--- src/rtl/dunit_pkg.sv ---
// Shared constants and state encodings for the UART debug unit.
package dunit_pkg;

    localparam logic [7:0] CMD_LOAD  = 8'h4C;
    localparam logic [7:0] CMD_CONT  = 8'h43;
    localparam logic [7:0] CMD_STEP  = 8'h53;
    localparam logic [7:0] CMD_RSTPC = 8'h52;

    localparam int BYTES_PER_WORD = 4;
    localparam int WORD_BITS      = 8 * BYTES_PER_WORD;

    typedef enum logic [3:0] {
        ST_IDLE,
        ST_LOAD_CNT,
        ST_LOAD_BYTE,
        ST_LOAD_WRITE,
        ST_RESET_PC,
        ST_RUN,
        ST_STEP,
        ST_DUMP_ADDR,
        ST_DUMP_LATCH,
        ST_DUMP_SEND
    } state_t;

    typedef enum logic [1:0] {
        SER_IDLE,
        SER_SEND,
        SER_WAIT
    } ser_state_t;

    function automatic logic [7:0] msb_byte(input logic [WORD_BITS-1:0] w);
        return w[WORD_BITS-1 -: 8];
    endfunction

endpackage

--- src/rtl/dunit_word_serializer.sv ---
// Sends one word as BYTES_PER_WORD UART bytes, MSB first, one byte per tx_done handshake.
module dunit_word_serializer
    import dunit_pkg::*;
(
    input  logic                 clk,
    input  logic                 reset,
    input  logic                 start,
    input  logic [WORD_BITS-1:0] word,
    input  logic                 tx_done,
    output logic [7:0]           tx_data,
    output logic                 tx_start,
    output logic                 done
);

    localparam logic [1:0] LAST_BYTE = 2'(BYTES_PER_WORD - 1);

    ser_state_t           state;
    logic [WORD_BITS-1:0] shreg;
    logic [1:0]           byte_idx;

    // Completion is flagged in the same cycle as the final tx_done so the caller can move on at once.
    assign done = (state == SER_WAIT) && tx_done && (byte_idx == LAST_BYTE);

    always_ff @(posedge clk) begin
        if (reset) begin
            state    <= SER_IDLE;
            shreg    <= '0;
            byte_idx <= '0;
            tx_data  <= '0;
            tx_start <= 1'b0;
        end else begin
            case (state)
                SER_IDLE: begin
                    if (start) begin
                        tx_data  <= msb_byte(word);
                        tx_start <= 1'b1;
                        shreg    <= word << 8;
                        byte_idx <= '0;
                        state    <= SER_SEND;
                    end
                end
                SER_SEND: begin
                    tx_start <= 1'b0;
                    state    <= SER_WAIT;
                end
                SER_WAIT: begin
                    if (tx_done) begin
                        if (byte_idx == LAST_BYTE) begin
                            state <= SER_IDLE;
                        end else begin
                            tx_data  <= msb_byte(shreg);
                            tx_start <= 1'b1;
                            shreg    <= shreg << 8;
                            byte_idx <= byte_idx + 2'd1;
                            state    <= SER_SEND;
                        end
                    end
                end
                default: state <= SER_IDLE;
            endcase
        end
    end

endmodule

--- src/rtl/debug_unit.sv ---
// UART-driven pipeline debug controller: program load, run/step, PC reset and state dump.
// Define DUNIT_CYCLE_COUNT_EN to append an enabled-cycle counter word to every dump.
module debug_unit
    import dunit_pkg::*;
#(
    parameter int NB_REG    = 32,
    parameter int N_REGS    = 32,
    parameter int MEM_WORDS = 32
) (
    input  logic              i_clk,
    input  logic              i_reset,
    input  logic [7:0]        i_rx_data,
    input  logic              i_rx_done,
    input  logic              i_tx_done,
    input  logic              i_halt,
    input  logic [NB_REG-1:0] i_reg_data,
    input  logic [NB_REG-1:0] i_mem_data,
    output logic [7:0]        o_tx_data,
    output logic              o_tx_start,
    output logic              o_clk_en,
    output logic              o_reset_pc,
    output logic              o_w_mem,
    output logic [NB_REG-1:0] o_addr,
    output logic [NB_REG-1:0] o_inst_data
);

`ifdef DUNIT_CYCLE_COUNT_EN
    localparam int DUMP_WORDS = N_REGS + MEM_WORDS + 1;
`else
    localparam int DUMP_WORDS = N_REGS + MEM_WORDS;
`endif
    localparam int         IW        = $clog2(DUMP_WORDS + 1);
    localparam logic [1:0] LAST_BYTE = 2'(BYTES_PER_WORD - 1);

    state_t               state;
    logic                 halted;
    logic [7:0]           word_cnt;
    logic [7:0]           word_idx;
    logic [1:0]           byte_idx;
    logic [WORD_BITS-1:0] asm_word;
    logic [IW-1:0]        dump_idx;

    logic                 ser_start;
    logic                 ser_done;
    logic [WORD_BITS-1:0] ser_word;

    // Register words use their index as address, memory words are byte addressed.
    function automatic logic [NB_REG-1:0] dump_addr(input logic [IW-1:0] idx);
        if (int'(idx) < N_REGS)
            return NB_REG'(idx);
        else if (int'(idx) < N_REGS + MEM_WORDS)
            return NB_REG'((int'(idx) - N_REGS) * 4);
        return '0;
    endfunction

    // Pipeline enable must fall in the very cycle halt shows up, hence combinational.
    assign o_clk_en  = ((state == ST_RUN) && !i_halt) || (state == ST_STEP);
    assign ser_start = (state == ST_DUMP_LATCH);

`ifdef DUNIT_CYCLE_COUNT_EN
    logic [31:0] cyc_cnt;

    always_ff @(posedge i_clk) begin
        if (i_reset)
            cyc_cnt <= '0;
        else if ((state == ST_IDLE) && i_rx_done && (i_rx_data == CMD_RSTPC))
            cyc_cnt <= '0;
        else if (o_clk_en)
            cyc_cnt <= cyc_cnt + 32'd1;
    end
`endif

    always_comb begin
        ser_word = '0;
        if (int'(dump_idx) < N_REGS)
            ser_word = WORD_BITS'(i_reg_data);
        else if (int'(dump_idx) < N_REGS + MEM_WORDS)
            ser_word = WORD_BITS'(i_mem_data);
`ifdef DUNIT_CYCLE_COUNT_EN
        else
            ser_word = cyc_cnt;
`endif
    end

    dunit_word_serializer u_ser (
        .clk      (i_clk),
        .reset    (i_reset),
        .start    (ser_start),
        .word     (ser_word),
        .tx_done  (i_tx_done),
        .tx_data  (o_tx_data),
        .tx_start (o_tx_start),
        .done     (ser_done)
    );

    always_ff @(posedge i_clk) begin
        if (i_reset) begin
            state       <= ST_IDLE;
            halted      <= 1'b0;
            word_cnt    <= '0;
            word_idx    <= '0;
            byte_idx    <= '0;
            asm_word    <= '0;
            dump_idx    <= '0;
            o_reset_pc  <= 1'b0;
            o_w_mem     <= 1'b0;
            o_addr      <= '0;
            o_inst_data <= '0;
        end else begin
            case (state)
                ST_IDLE: begin
                    if (i_rx_done) begin
                        case (i_rx_data)
                            CMD_LOAD: state <= ST_LOAD_CNT;
                            CMD_RSTPC: begin
                                o_reset_pc <= 1'b1;
                                halted     <= 1'b0;
                                state      <= ST_RESET_PC;
                            end
                            CMD_CONT: begin
                                dump_idx <= '0;
                                o_addr   <= '0;
                                state    <= halted ? ST_DUMP_ADDR : ST_RUN;
                            end
                            CMD_STEP: begin
                                dump_idx <= '0;
                                o_addr   <= '0;
                                state    <= halted ? ST_DUMP_ADDR : ST_STEP;
                            end
                            default: ;
                        endcase
                    end
                end
                ST_LOAD_CNT: begin
                    if (i_rx_done) begin
                        word_cnt <= i_rx_data;
                        word_idx <= '0;
                        byte_idx <= '0;
                        state    <= (i_rx_data == 8'd0) ? ST_IDLE : ST_LOAD_BYTE;
                    end
                end
                ST_LOAD_BYTE: begin
                    if (i_rx_done) begin
                        asm_word <= {asm_word[WORD_BITS-9:0], i_rx_data};
                        byte_idx <= byte_idx + 2'd1;
                        if (byte_idx == LAST_BYTE) begin
                            o_w_mem     <= 1'b1;
                            o_addr      <= NB_REG'({word_idx, 2'b00});
                            o_inst_data <= NB_REG'({asm_word[WORD_BITS-9:0], i_rx_data});
                            state       <= ST_LOAD_WRITE;
                        end
                    end
                end
                ST_LOAD_WRITE: begin
                    o_w_mem <= 1'b0;
                    if (word_idx == word_cnt - 8'd1) begin
                        state <= ST_IDLE;
                    end else begin
                        word_idx <= word_idx + 8'd1;
                        state    <= ST_LOAD_BYTE;
                    end
                end
                ST_RESET_PC: begin
                    o_reset_pc <= 1'b0;
                    state      <= ST_IDLE;
                end
                ST_RUN: begin
                    if (i_halt) begin
                        halted <= 1'b1;
                        state  <= ST_DUMP_ADDR;
                    end
                end
                ST_STEP: begin
                    if (i_halt)
                        halted <= 1'b1;
                    state <= ST_DUMP_ADDR;
                end
                ST_DUMP_ADDR:  state <= ST_DUMP_LATCH;
                ST_DUMP_LATCH: state <= ST_DUMP_SEND;
                ST_DUMP_SEND: begin
                    if (ser_done) begin
                        if (dump_idx == IW'(DUMP_WORDS - 1)) begin
                            o_addr <= '0;
                            state  <= ST_IDLE;
                        end else begin
                            dump_idx <= dump_idx + IW'(1);
                            o_addr   <= dump_addr(dump_idx + IW'(1));
                            state    <= ST_DUMP_ADDR;
                        end
                    end
                end
                default: state <= ST_IDLE;
            endcase
        end
    end

endmodule

--- config.mk ---
export PLATFORM = sky130hd
export DESIGN_NAME = debug_unit
export DESIGN_NICKNAME = d
export VERILOG_FILES = /design/src/rtl/dunit_pkg.sv /design/src/rtl/dunit_word_serializer.sv /design/src/rtl/debug_unit.sv
export SDC_FILE = /design/constraint.sdc
export NUM_CORES = 1
export LEC_CHECK = 0
export CAP_MARGIN = 10
export CELL_PAD_IN_SITES_DETAIL_PLACEMENT = 1
export CELL_PAD_IN_SITES_GLOBAL_PLACEMENT = 1
export CORE_UTILIZATION = 38
export CTS_BUF_LIST = sky130_fd_sc_hd__clkbuf_4
export DETAILED_ROUTE_END_ITERATION = 12
export PLACE_DENSITY_LB_ADDON = 0.1
export SLEW_MARGIN = 20
export SYNTH_ARGS = -nofsm -noshare
export SYNTH_HDL_FRONTEND = slang
export SYNTH_SLANG_ARGS = --single-unit
--- constraint.sdc ---
create_clock -name i_clk -period 2.6 [get_ports i_clk]
set_clock_uncertainty 0.1 [all_clocks]
set_input_delay 0.39 -clock i_clk [delete_from_list [all_inputs] [get_ports i_clk]]
set_output_delay 0.39 -clock i_clk [all_outputs]
set_load 0.03 [all_outputs]
**Word-level counts from Yosys, hierarchy flattened**

Cells that the tools add are included.

- Muxes and demuxes: 72
- Reduce and logical (&&, ||, !) cells: 33
- $lt $le $gt $ge: 4
- Equal/unequal tests: 34
- Add/sub/neg operators: 6

Operators with widths:

| operator | count |
|---|---|
| 2-to-1 mux 32 bit | 14 |
| case mux 32 bit (3 select lines) | 1 |
| case mux 32 bit (2 select lines) | 1 |
| 2-to-1 mux 8 bit | 5 |
| case mux 4 bit (9 select lines) | 1 |
| == test 8 x 7 -> 1 bit (second input constant) | 4 |
| case mux 8 bit (2 select lines) | 2 |
| 2-to-1 mux 7 bit | 4 |
| 2-to-1 mux 4 bit | 6 |
| inequality test 2 bit (second input constant) | 12 |
| 2-to-1 mux 2 bit | 10 |
| 2-to-1 mux 1 bit | 18 |
| == test 4 x 3 -> 1 bit (second input constant) | 4 |
| case mux 4 bit (4 select lines) | 1 |
| AND reduction 3 bit | 5 |
| < comparator 7 x 6 -> 1 bit (second input constant) | 2 |
| < comparator 7 bit (second input constant) | 2 |
| case mux 7 bit (2 select lines) | 1 |
| nonzero test 2 bit | 7 |
| AND reduction 4 bit | 3 |
| adder 8 x 1 -> 8 bit (second input constant) | 1 |
| == test 4 x 2 -> 1 bit (second input constant) | 2 |
| == test 4 bit (second input constant) | 2 |
| == test 8 bit | 1 |
| 27 further kinds | 40 |

- Flip-flop bits (word level): 165
- Logic and storage cells: 165

**Depth between registers and ports, before layout**

- Depth in word-level cells: 12
- Mapped depth: 9
- Mapped depth without buffers: 8

**Hierarchy**

Synthesis repeated with hierarchy kept, for this count alone.

- Cell total of the unflattened synthesis: 819
- Area total of the unflattened synthesis: 6,892.9 um^2

Modules (own cells, without submodules):

| module | cells each | times used | seq. area each (um^2) | area an instance (um^2) |
|---|---|---|---|---|
| debug_unit | 664 | 1 | 1,961.9 | 5,141.2 |
| dunit_word_serializer | 155 | 1 | 740.7 | 1,751.7 |

**Worst setup path before layout**

No wires, ideal clock.

- Path type: register to register
- Start point: reg word_cnt[0]
- End point: reg word_idx[1]
- Data required time: 2.384 ns
- Period minus slack after synthesis: 2.349 ns
- Data arrival time: 2.132 ns
- Setup slack: 0.251 ns
- Stages on the path, launching flop included: 10
- Library setup time: 0.116 ns
- Cells stage by stage: dfxtp_1 -> inv_1 -> ha_1 -> or3b_4 -> nor4_1 -> o2111ai_2 -> a311oi_2 -> buf_6 -> nor4b_1 -> a41o_1

- Longest elaborated chain between the ends: 4

Ends and longest elaborated chain:

| what | line | text |
|---|---|---|
| start: declaration | debug_unit.sv:37 | `logic [7:0] word_cnt;` |
| start signal: assignment | debug_unit.sv:136 | `word_cnt <= i_rx_data;` |
| subtractor 8 x 1 -> 8 bit | debug_unit.sv:156 | `if (word_idx == word_cnt - 8'd1) begin` |
| == test 8 bit | debug_unit.sv:156 |  |
| inequality test 2 bit (no source line) | n/a |  |
| AND reduction 3 bit (no source line) | n/a |  |
| end signal: assignment | debug_unit.sv:159 | `word_idx <= word_idx + 8'd1;` |
| end: declaration | debug_unit.sv:38 | `logic [7:0] word_idx;` |

Every way passes these cells.
A chain may end at the register's enable or synchronous reset.

**Worst setup path in the final report**

- Start point: reg word_cnt[1]
- End point: reg word_idx[7]

The elaborated chain is that of the path after synthesis.

==> impl_metrics.env <==
export IMPL_vdd_drop_max_uv=270
export IMPL_avgSynthCellArea_sq_um=8.19
export IMPL_rows=46
export IMPL_yosysUniqueCellTypes=58
export IMPL_p_leak_nw=2.86
export IMPL_place_ws_ns=-0.0697
export IMPL_vias=6075
export IMPL_ant_nets=0
export IMPL_layout_nets=993
export IMPL_overflow=0
export IMPL_path_cells="inv_1 > ha_4 > or3b_4 > o31a_1 > o2111ai_2 > a311oi_2 > buf_6 > or4_1 > a21oi_2"
export IMPL_pwr_share_seq_pct=53.9
export IMPL_routed_via_density=5.32
export IMPL_drv_cap=0
export IMPL_drive_above_1_share_pct=14.1
export IMPL_worstSetupEndpointType="register"
export IMPL_final_max_slew_viol_count=0
export IMPL_finalCritPeriodShare_pct=96.4
export IMPL_ys_flop_type="dfxtp_1"
export IMPL_cts_buffers=17
export IMPL_finalHoldViolCount=0
export IMPL_worstMarginPinSlew_ns=0.988
export IMPL_worstPathArrival_ns=2.91
export IMPL_switching_share_pct=26.5
export IMPL_cts_sinks=135
export IMPL_start_kind="register"
export IMPL_instances_no_fill=1141
export IMPL_fmax_ghz=0.399
export IMPL_synth_edff_count=0
export IMPL_wl_per_cell_um=16.5
export IMPL_cp_max_fo=15
export IMPL_grt_use_total_pct=22.2
export IMPL_drt_total_wl_um=18800
export IMPL_slowest_delay_ns=0.49
export IMPL_routabilityCongestion=0.821
export IMPL_seq_area_frac_synth_pct=42.6
export IMPL_p_sw_mw=1.02
export IMPL_clock_latency_ns=0.57
export IMPL_power_internal_mw=2.83
export IMPL_cp_num_buf_inv=2
export IMPL_coreArea_sq_um=16100
export IMPL_htree_levels=4
export IMPL_fin_util_pct=51.6
export IMPL_clk_pin_slew_ns=0.13
export IMPL_grt_max_degree=69
export IMPL_status="finished, final reports clean"
export IMPL_netlist_area_sq_um=6350
export IMPL_initial_core_util_pct=39.4
export IMPL_pwr_share_clk_pct=38.4
export IMPL_die_x_um=131
export IMPL_async_flop_share_pct=0
export IMPL_setup_violations=0
export IMPL_firstDrtPassIters=4
export IMPL_layout_min_cycle_time_ns=2.51
export IMPL_initialDrtViolationCount=248
export IMPL_die_y_um=131
export IMPL_place_inst=1107
export IMPL_drc=0
export IMPL_port_buffer_count=130
export IMPL_max_slew_margin_rel_pct=34.1
export IMPL_ioPinCount=153
export IMPL_holdWs_ns=0.136
export IMPL_critical_path_required_ns=3.01
export IMPL_cpMaxStageDelayCell="or4_1"
export IMPL_setup_tns_ns=0
export IMPL_cts_buffer_depth=2
export IMPL_synth_warnings=0
export IMPL_crit_family="simple AND/OR/NAND/NOR gates"
export IMPL_synthCells=775
export IMPL_cts_tree="built"
export IMPL_synth_seq_cells=135
export IMPL_dieArea_sq_um=17200
export IMPL_cts_root_buf="clkbuf_4"
export IMPL_dpl_hpwl_um=13700
export IMPL_pwr_density_cell_nw_per_um2=463
export IMPL_grt_antenna_before_repair=1
export IMPL_setup_ws_ns=0.0947
export IMPL_grt_pass1_vias=6336
export IMPL_cts_hold_buf=0
export IMPL_critical_path_class="register to register"
export IMPL_hp_class="input port to register"
export IMPL_grt_first_pass_wirelength_um=31100
export IMPL_syn_to_final_growth_pct=31.0
export IMPL_p_comb_share_pct=7.8
-- Yosys cell counts, types with 2 or more instances --
cell | number | area share [%]
a221oi_1 | 26 | 3.6
mux2i_1 | 12 | 1.9
nand3_1 | 18 | 1.4
o31ai_1 | 4 | 0.47
inv_1 | 8 | 0.47
nor3_1 | 37 | 2.9
xor2_1 | 7 | 0.97
o21a_1 | 3 | 0.35
nor2b_1 | 7 | 0.69
o21ai_0 | 13 | 1.0
nand4_1 | 6 | 0.59
a211o_1 | 2 | 0.28
dfxtp_1 | 135 | 43
buf_4 | 22 | 2.6
ha_1 | 5 | 0.99
nand2_1 | 144 | 8.5
nand2b_1 | 8 | 0.79
clkbuf_1 | 44 | 2.6
buf_1 | 2 | 0.12
and3_1 | 3 | 0.30
a31oi_1 | 3 | 0.30
nor4_1 | 6 | 0.59
nor2_1 | 64 | 3.8
nor4b_1 | 2 | 0.28
mux2_2 | 33 | 5.9
nand3b_1 | 4 | 0.47
a22oi_1 | 10 | 1.2
xnor2_1 | 5 | 0.69
buf_2 | 10 | 0.79
a2111oi_0 | 2 | 0.28
a211oi_1 | 5 | 0.59
or4_1 | 5 | 0.59
or3_1 | 7 | 0.69
a21oi_1 | 87 | 6.9
a21o_1 | 2 | 0.24
a311oi_1 | 2 | 0.28
-- cells by family (layout without fill, tap and decap cells) --
group / after synthesis / in the layout / share of synthesized area, %
flops: 135 / 135 / 42.6
mux: 45 / 45 / 7.75
xor+xnor: 12 / 12 / 1.66
compound gates: 170 / 170 / 17.1
other cells: 1 / 23 / 0.0591
fa+ha+maj: 5 / 5 / 0.985
buf+inv: 87 / 215 / 6.76
simple gates: 320 / 320 / 23.1
-- registers in the layout (all words and copies together), names as in the netlist --
register / flops
dump_idx: 7
word_idx: 8
asm_word: 24
o_inst_data: 32
u_ser.byte_idx: 2
u_ser.shreg: 24
word_cnt: 8
o_w_mem: 1
u_ser.tx_data: 8
state: 4
o_reset_pc: 1
u_ser.state: 2
halted: 1
u_ser.tx_start: 1
byte_idx: 2
o_addr: 10
-- layer usage --
metal	vias up	global-route usage (%)	routed length [um]
met4	0	8.20	337
li1	2972	-	-
met1	2931	26.1	8250
met2	146	39.8	9460
met3	26	4.17	756
met5	-	0	0
-- layout make-up --
class,instances,area [sq um]
diodes,1,2.50
clock buffers,18,135
clock inverters,14,161
fillers,1952,7800
inverters,8,30.0
multi-input cells,574,3340
flip-flops and latches,135,2710
well taps,216,270
repair buffers,175,1670
-- worst paths after layout --
check | to | from | slack [ns] | cells after the start
setup reg to reg | word_idx[7] | word_cnt[1] | 0.09 | 9
hold / removal | state[2] | i_reset | 0.14 | 2
setup / recovery | word_idx[7] | word_cnt[1] | 0.09 | 9
hold reg to reg | o_inst_data[28] | o_inst_data[28] | 0.37 | 2
-- placed cells by master, fill, tap and decap left out, types with 8 or more instances in the layout --
cell type,synthesis,layout
a21oi_1,87,85
a221oi_1,26,26
a22oi_1,10,10
buf_4,22,43
clkbuf_4,0,18
clkdlybuf4s50_1,0,128
conb_1,1,22
dfxtp_1,135,131
inv_1,8,8
mux2_2,33,33
mux2i_1,12,12
nand2_1,144,144
nand2b_1,8,8
nand3_1,18,18
nor2_1,64,63
nor3_1,37,37
o21ai_0,13,13
-- what timing repair did --
action | in CTS | in global routing
gates resized for setup | 5 | 10
pin swaps | 0 | 1
setup buffers | 0 | 1
setup endpoints to repair | 4 | 63
-- worst register-to-register path, cell delays in order (launching register included) --
cell       delay [ns]
dfxtp_4          0.38
inv_1            0.09
ha_4             0.14
or3b_4           0.39
o31a_1           0.26
o2111ai_2        0.19
a311oi_2         0.08
buf_6            0.17
or4_1            0.49
a21oi_2          0.15
-- power groups by stage --
stage / combinational, mW / sequential (mW) / clock, mW
floorplan: 0.148 / 2.12 / 0
global placement: 0.291 / 2.12 / 0
detailed placement: 0.296 / 2.12 / 0
CTS: 0.298 / 2.07 / 1.52
global route: 0.319 / 2.07 / 1.59
finish: 0.298 / 2.07 / 1.48
-- through the flow --
stage / cell area (sq um) / power [mW]
final: 8320 / 3.85
after global routing: 8320 / 3.99
after CTS: 8270 / 3.90
after detailed placement: 7970 / 2.42
after global placement: 7970 / 2.41
after floorplan: 6430 / 2.27
(Power assumes the default switching activity.)
